<file path="config.mk">
export PLATFORM = sky130hd
export DESIGN_NAME = fft_pease_band_energy_detector
export DESIGN_NICKNAME = d
export VERILOG_FILES = /design/src/rtl/fft_pease_band_energy_detector.sv
export SDC_FILE = /design/constraint.sdc
export NUM_CORES = 1
export LEC_CHECK = 0
export CAP_MARGIN = 40
export CORE_MARGIN = 3
export CORE_UTILIZATION = 60
export DETAILED_ROUTE_END_ITERATION = 6
export GPL_TIMING_DRIVEN = 1
export PLACE_DENSITY = 0.87
export SETUP_SLACK_MARGIN = 0.05
export SYNTH_ARGS = -nofsm -noshare
export SYNTH_HDL_FRONTEND = slang
export SYNTH_SLANG_ARGS = --single-unit
</file>
<file path="constraint.sdc">
create_clock -name clk -period 14.3 [get_ports clk]
set_input_delay 2.145 -clock clk [delete_from_list [all_inputs] [get_ports clk]]
set_output_delay 2.145 -clock clk [all_outputs]
set_load 0.05 [all_outputs]
</file>
<file path="src/rtl/fft_pease_band_energy_detector.sv">
// fft_pease_band_energy_detector
//   Sums |X[k]| over bins [BIN_LO, BIN_HI] of a serialized spectrum frame
//   (one signed bin per beat, bin 0 first, N_SAMPLES bins per frame). At the
//   end of each frame it presents the band energy and a detect flag
//   (energy >= threshold latched on bin 0) until the consumer accepts it.
//
// Ports
//   clk, reset                 clock, synchronous active-high reset
//   recv_msg/recv_val/recv_rdy  bin stream in (valid/ready)
//   threshold                   unsigned detect threshold, sampled on bin 0
//   send_energy/send_detect     registered frame result
//   send_val/send_rdy           result handshake
module fft_pease_band_energy_detector #(
    parameter int BIT_WIDTH = 32,
    parameter int N_SAMPLES = 8,
    parameter int BIN_LO    = 1,
    parameter int BIN_HI    = 3,
    parameter int ACC_WIDTH = BIT_WIDTH + $clog2(N_SAMPLES)
) (
    input  logic                 clk,
    input  logic                 reset,
    input  logic [BIT_WIDTH-1:0] recv_msg,
    input  logic                 recv_val,
    output logic                 recv_rdy,
    input  logic [ACC_WIDTH-1:0] threshold,
    output logic [ACC_WIDTH-1:0] send_energy,
    output logic                 send_detect,
    output logic                 send_val,
    input  logic                 send_rdy
);
    localparam int IDX_W = $clog2(N_SAMPLES);

    generate
        if (BIN_HI >= N_SAMPLES) begin : g_chk_hi
            $error("BIN_HI must be < N_SAMPLES");
        end
        if (BIN_LO > BIN_HI) begin : g_chk_lo
            $error("BIN_LO must be <= BIN_HI");
        end
        if (N_SAMPLES < 2 || (N_SAMPLES & (N_SAMPLES - 1)) != 0) begin : g_chk_n
            $error("N_SAMPLES must be a power of 2 and >= 2");
        end
        if (ACC_WIDTH < BIT_WIDTH) begin : g_chk_acc
            $error("ACC_WIDTH must be >= BIT_WIDTH");
        end
    endgenerate

    typedef enum logic {ACCUM, DONE} state_t;

    state_t               state, next_state;
    logic [IDX_W-1:0]     idx;
    logic [ACC_WIDTH-1:0] acc, acc_next, thr_q;
    logic [BIT_WIDTH-1:0] mag;
    logic [ACC_WIDTH:0]   sum;
    logic                 accept, last, in_band;

    assign accept  = recv_val && (state == ACCUM);
    assign last    = (idx == IDX_W'(N_SAMPLES - 1));
    assign in_band = (int'(idx) >= BIN_LO) && (int'(idx) <= BIN_HI);

    // Two's-complement negate; the most negative input maps onto itself,
    // which read as unsigned is exactly its magnitude.
    assign mag = recv_msg[BIT_WIDTH-1] ? (~recv_msg + 1'b1) : recv_msg;

    // One extra bit catches the carry out so the sum can clamp instead of wrap.
    assign sum      = {1'b0, acc} + {{(ACC_WIDTH + 1 - BIT_WIDTH){1'b0}}, mag};
    assign acc_next = !in_band        ? acc :
                      sum[ACC_WIDTH]  ? {ACC_WIDTH{1'b1}} :
                                        sum[ACC_WIDTH-1:0];

    always_ff @(posedge clk) begin
        if (reset) state <= ACCUM;
        else       state <= next_state;
    end

    always_comb begin
        next_state = state;
        recv_rdy   = 1'b0;
        send_val   = 1'b0;
        case (state)
            ACCUM: begin
                recv_rdy = 1'b1;
                if (accept && last) next_state = DONE;
            end
            DONE: begin
                send_val = 1'b1;
                if (send_rdy) next_state = ACCUM;
            end
            default: next_state = ACCUM;
        endcase
    end

    always_ff @(posedge clk) begin
        if (reset) begin
            idx         <= '0;
            acc         <= '0;
            thr_q       <= '0;
            send_energy <= '0;
            send_detect <= 1'b0;
        end else if (accept) begin
            if (idx == '0) thr_q <= threshold;
            idx <= idx + 1'b1;
            acc <= acc_next;
            if (last) begin
                // thr_q was captured on bin 0, which is always an earlier beat.
                send_energy <= acc_next;
                send_detect <= (acc_next >= thr_q);
            end
        end else if (state == DONE && send_rdy) begin
            idx <= '0;
            acc <= '0;
        end
    end
endmodule

</file>
-- After elaboration in Yosys (flattened, before gate mapping)
Cells that the tools add are included.
- logic and storage cells: 35
- input port bits: 71
- output and inout bits: 38
- bits in registers: 110
- mux-type cells: 12
- equal/unequal tests: 1
- bitwise gates (word level): 2
- magnitude comparators: 3
- reduce and logical (&&, ||, !) cells: 8
- add/subtract/negate cells: 3
- operators with widths (cell ; count):
    35-bit two-way mux ; 4
    35-bit by 32-bit adder with 36-bit output ; 1
    35-bit >= comparator ; 1
    32-bit by 1-bit adder with 32-bit output, second input constant ; 1
    32-bit two-way mux ; 1
    32-bit NOT ; 1
    3-bit two-way mux ; 2
    1-bit logical AND ; 4
    1-bit two-way mux ; 4
    2-bit AND reduction ; 2
    3-bit by 1-bit adder with 3-bit output, second input constant ; 1
    3-bit == test, second input constant ; 1
    3-bit by 1-bit >= comparator with 1-bit output, second input constant ; 1
    3-bit by 2-bit <= comparator with 1-bit output, second input constant ; 1
    3-bit logical NOT ; 1
    1-bit case mux with 2 select lines ; 1
    2-bit nonzero test ; 1
    1-bit NOT ; 1

-- Logic depth before layout (Yosys ltp)
- word-level depth: 7
- depth in mapped cells: 29
- depth with buffers taken out: 27

-- Least setup slack after synthesis
OpenSTA, ideal clock, no wires.
- path kind: input to register
- start: in recv_msg[15]
- end: reg send_detect
- setup slack: 6569 ps
- library setup time: 131 ps
- stages: 26
- data arrival time: 7600 ps
- data required time: 14169 ps
- buffers on the path: 2
- path through: or3_4 or3_4 or4_1 or2_1 or4_1 o31ai_1 xnor2_1 ha_1 clkbuf_1 a21o_1 a211oi_1 o221ai_1 o21ai_0 nand3_1 o21a_1 clkbuf_1 o22a_1 ha_1 a21o_1 a21o_1 a21oi_1 a21oi_1 a211oi_1 o2111ai_1 a211oi_1 nor4_1
- cells in the longest elaborated chain, start to end: 7
- RTL lines (item ; RTL line ; text):
    from (decl) ; 22 ; input logic [BIT_WIDTH-1:0] recv_msg,
    32-bit NOT ; 63 ; assign mag = recv_msg[BIT_WIDTH-1] ? (~recv_msg + 1'b1) : recv_msg;
    32-bit by 1-bit adder with 32-bit output ; 63 ;
    32-bit two-way mux * ; 63 ;
    35-bit by 32-bit adder with 36-bit output * ; 66 ; assign sum = {1'b0, acc} + {{(ACC_WIDTH + 1 - BIT_WIDTH){1'b0}}, mag};
    35-bit two-way mux * ; 68 ; sum[ACC_WIDTH] ? {ACC_WIDTH{1'b1}} :
    35-bit two-way mux * ; 67 ; assign acc_next = !in_band ? acc :
    net acc_next[4] ; 52 ; logic [ACC_WIDTH-1:0] acc, acc_next, thr_q;
    35-bit >= comparator * ; 107 ; send_detect <= (acc_next >= thr_q);
    to (signal assigned) ; 107 ;
    to (decl) ; 27 ; output logic send_detect,
The timed path passes the listed nets; every way through them passes the cells marked *.
A chain may end at the register's enable or synchronous reset.

-- Worst setup path in the final report
- start: in recv_msg[13]
- end: reg send_detect
The elaborated chain is that of the path after synthesis.

==> impl_metrics.env <==
export IMPL_routed_via_density=6.159
export IMPL_cap_viol_max_count=0
export IMPL_grt_pass1_wl_mm=35.43
export IMPL_rsz0062_at_grt="no"
export IMPL_period_minus_slack_ns=8.338
export IMPL_startpoint_type="primary input"
export IMPL_setup_tns_ns=0
export IMPL_synth_edf_count=0
export IMPL_wl_per_cell_um=17.34
export IMPL_r2r_end="send_detect"
export IMPL_die_area_um2=14430
export IMPL_io_buffers=108
export IMPL_cts_max_level=3
export IMPL_rows=41
export IMPL_cp_required_ns=14.49
export IMPL_die_y_um=120.1
export IMPL_cp_startpoint="recv_msg[13]"
export IMPL_cp_end_kind="flop"
export IMPL_start_util_pct=61.66
export IMPL_drt_iter0_markers=777
export IMPL_antenna_found_initial=0
export IMPL_synth_seq_cells=110
export IMPL_async_flop_share_pct=0
export IMPL_syn_to_final_growth_pct=19.47
export IMPL_numCtsBuffers=9
export IMPL_clk_pin_slew_ns=0.07
export IMPL_clock_skew_ns=0.01300
export IMPL_core_area_um2=12670
export IMPL_crit_end="send_detect"
export IMPL_period_share_pct=58.31
export IMPL_syn_avg_cell_area_um2=7.735
export IMPL_setup_ws_ns=5.962
export IMPL_synth_nets=1155
export IMPL_io_pins=109
export IMPL_gp_congestion=0.9597
export IMPL_firstDrtPassIters=7
export IMPL_tightestPinTransition_ns=0.8738
export IMPL_place_ws_ns=5.618
export IMPL_vias=7803
export IMPL_power_density_nw_per_um2=101.5
export IMPL_crit_type="in2reg"
export IMPL_grt_pass1_vias=7125
export IMPL_route_detailed_drc=0
export IMPL_hold_buffers=0
export IMPL_reg2regPathDepth=18
export IMPL_ant_nets=0
export IMPL_drive_above_1_share_pct=3.836
export IMPL_r2r_start="acc[4]"
export IMPL_r2r_setup_slack_ns=9.99
export IMPL_setup_violations=0
export IMPL_synth_distinct_cells=58
export IMPL_synth_flop_cell="dfxtp_1"
export IMPL_fmax_mhz=119.9
export IMPL_grt_ovfl_total=0
export IMPL_grt_max_degree=87
export IMPL_cp_max_fo=29
export IMPL_cts_setup_buffers=0
export IMPL_status="finished, final reports clean"
export IMPL_syn_inst=1010
export IMPL_drv_slew=0
export IMPL_yosys_warnings=0
export IMPL_leakagePower_nw=3.740
export IMPL_drt_total_wl_mm=21.98
export IMPL_cts_sinks=110
export IMPL_final_cell_mix="nand2_1, a21oi_1, dfxtp_1, clkdlybuf4s50_1, ha_1"
export IMPL_worstSkewPairLatency_ns=0.35
export IMPL_layout_commonest_cell="nand2_1"
export IMPL_ir_drop_uv=65.72
export IMPL_hp_class="reg2reg"
export IMPL_cts_root_buf="clkbuf_16"
export IMPL_cts_resized=0
export IMPL_synth_seq_area_share_pct=28.19
export IMPL_dpl_hpwl_mm=16.43
export IMPL_dieWidth_um=120.1
export IMPL_arrival_ns=8.53
export IMPL_hold_violations=0
export IMPL_fin_nets=1235
export IMPL_clk_path_buf_depth=2
export IMPL_diodes=0
export IMPL_syn_area_um2=7812
export IMPL_cts_tree="built"
export IMPL_grt_total_usage_pct=29.84
export IMPL_slew_headroom_pct=41.75
==> critical path, cell delays in order <==
cell,delay (ns)
clkdlybuf4s50_1,0.47
or3_4,0.40
or3_4,0.35
or4_1,0.41
or2_1,0.24
or4_1,0.48
o31ai_1,0.27
xnor2_1,0.17
ha_1,0.34
a21o_1,0.25
a211oi_1,0.26
o221ai_1,0.15
o21ai_0,0.19
nand3_1,0.22
o21a_1,0.23
buf_4,0.22
o22a_1,0.25
ha_1,0.30
a21o_1,0.15
a21o_1,0.17
a21oi_1,0.14
a21oi_1,0.08
a211oi_1,0.22
o2111ai_1,0.13
a211oi_1,0.22
nor4_1,0.07
==> sequential cells by signal, summed over array words and instances, names as in the netlist <==
signal,count
thr_q,35
state,1
send_energy,35
send_detect,1
acc,35
idx,3
==> metal layers <==
layer | part of all wire (%) | vias to the layer above | wire length, µm | track usage, %
li1 | - | 3816 | - | -
met1 | 47 | 3625 | 10400 | 44.51
met2 | 43 | 342 | 9480 | 46.22
met3 | 8.7 | 20 | 1917 | 4.618
met4 | 0.78 | 0 | 172 | 5.011
met5 | 0 | - | 0 | 0
==> through the flow <==
step                      util [%]  hold WS [ns]  cell area [µm²]  total power [mW]  instances
after detailed placement     71.43        0.4486             9051            0.7018       1251
final                        73.66        0.4582             9334            0.9479       1267
after floorplan                  -        0.4363             7812            0.5995       1010
after global routing         73.66        0.4756             9334            0.9982       1267
after global placement       70.98        0.4418             8994            0.6931       1248
after CTS                    73.66        0.4584             9334            0.9400       1267
==> where the power goes <==
| part | internal, mW | switching [mW] |
|---|---|---|
| clock network | 0.120 | 0.119 |
| logic | 0.151 | 0.217 |
| registers | 0.324 | 0.0172 |
==> worst min-delay path by stage <==
| stage | start | slack, ns | depth (start not counted) | endpoint |
|---|---|---|---|---|
| 2_1_floorplan | thr_q[10] | 0.44 | 2 | thr_q[10] |
| 3_3_place_gp | thr_q[1] | 0.44 | 2 | thr_q[1] |
| 3_5_place_dp | thr_q[6] | 0.45 | 2 | thr_q[6] |
| 4_1_cts | thr_q[12] | 0.46 | 2 | thr_q[12] |
| 5_1_grt | thr_q[7] | 0.48 | 2 | thr_q[7] |
| 6_report | thr_q[12] | 0.46 | 2 | thr_q[12] |
==> layout make-up <==
class,instances,area (µm²)
clock inverter,7,57.56
inverter,51,191.4
clock buffer,9,225.2
sequential,110,2202
fill,1011,3337
tap,172,215.2
multi-input combinational,795,5219
timing repair buffer,123,1224
==> cell usage after synthesis (20+ instances only) <==
cell type | n | area, µm²
nand2_1 | 144 | 540.5
a21oi_1 | 116 | 580.6
dfxtp_1 | 110 | 2202
ha_1 | 73 | 913.4
nor2_1 | 63 | 236.5
clkbuf_1 | 53 | 198.9
inv_1 | 51 | 191.4
o21ai_0 | 48 | 240.2
xnor2_1 | 47 | 411.6
a21o_1 | 36 | 270.3
a22o_1 | 22 | 192.7
nor3b_1 | 20 | 150.1
==> logic make-up (layout without fill, tap and decap cells) <==
family / Yosys count / in the layout / synth area share, %
compound gates: 339 / 339 / 28.60
buf+inv: 105 / 190 / 5.045
mux: 2 / 2 / 0.2563
simple gates: 324 / 324 / 19.68
flops: 110 / 110 / 28.19
fa+ha+maj: 74 / 74 / 11.95
xor+xnor: 56 / 56 / 6.278
Power figures use the tool's default switching activity.
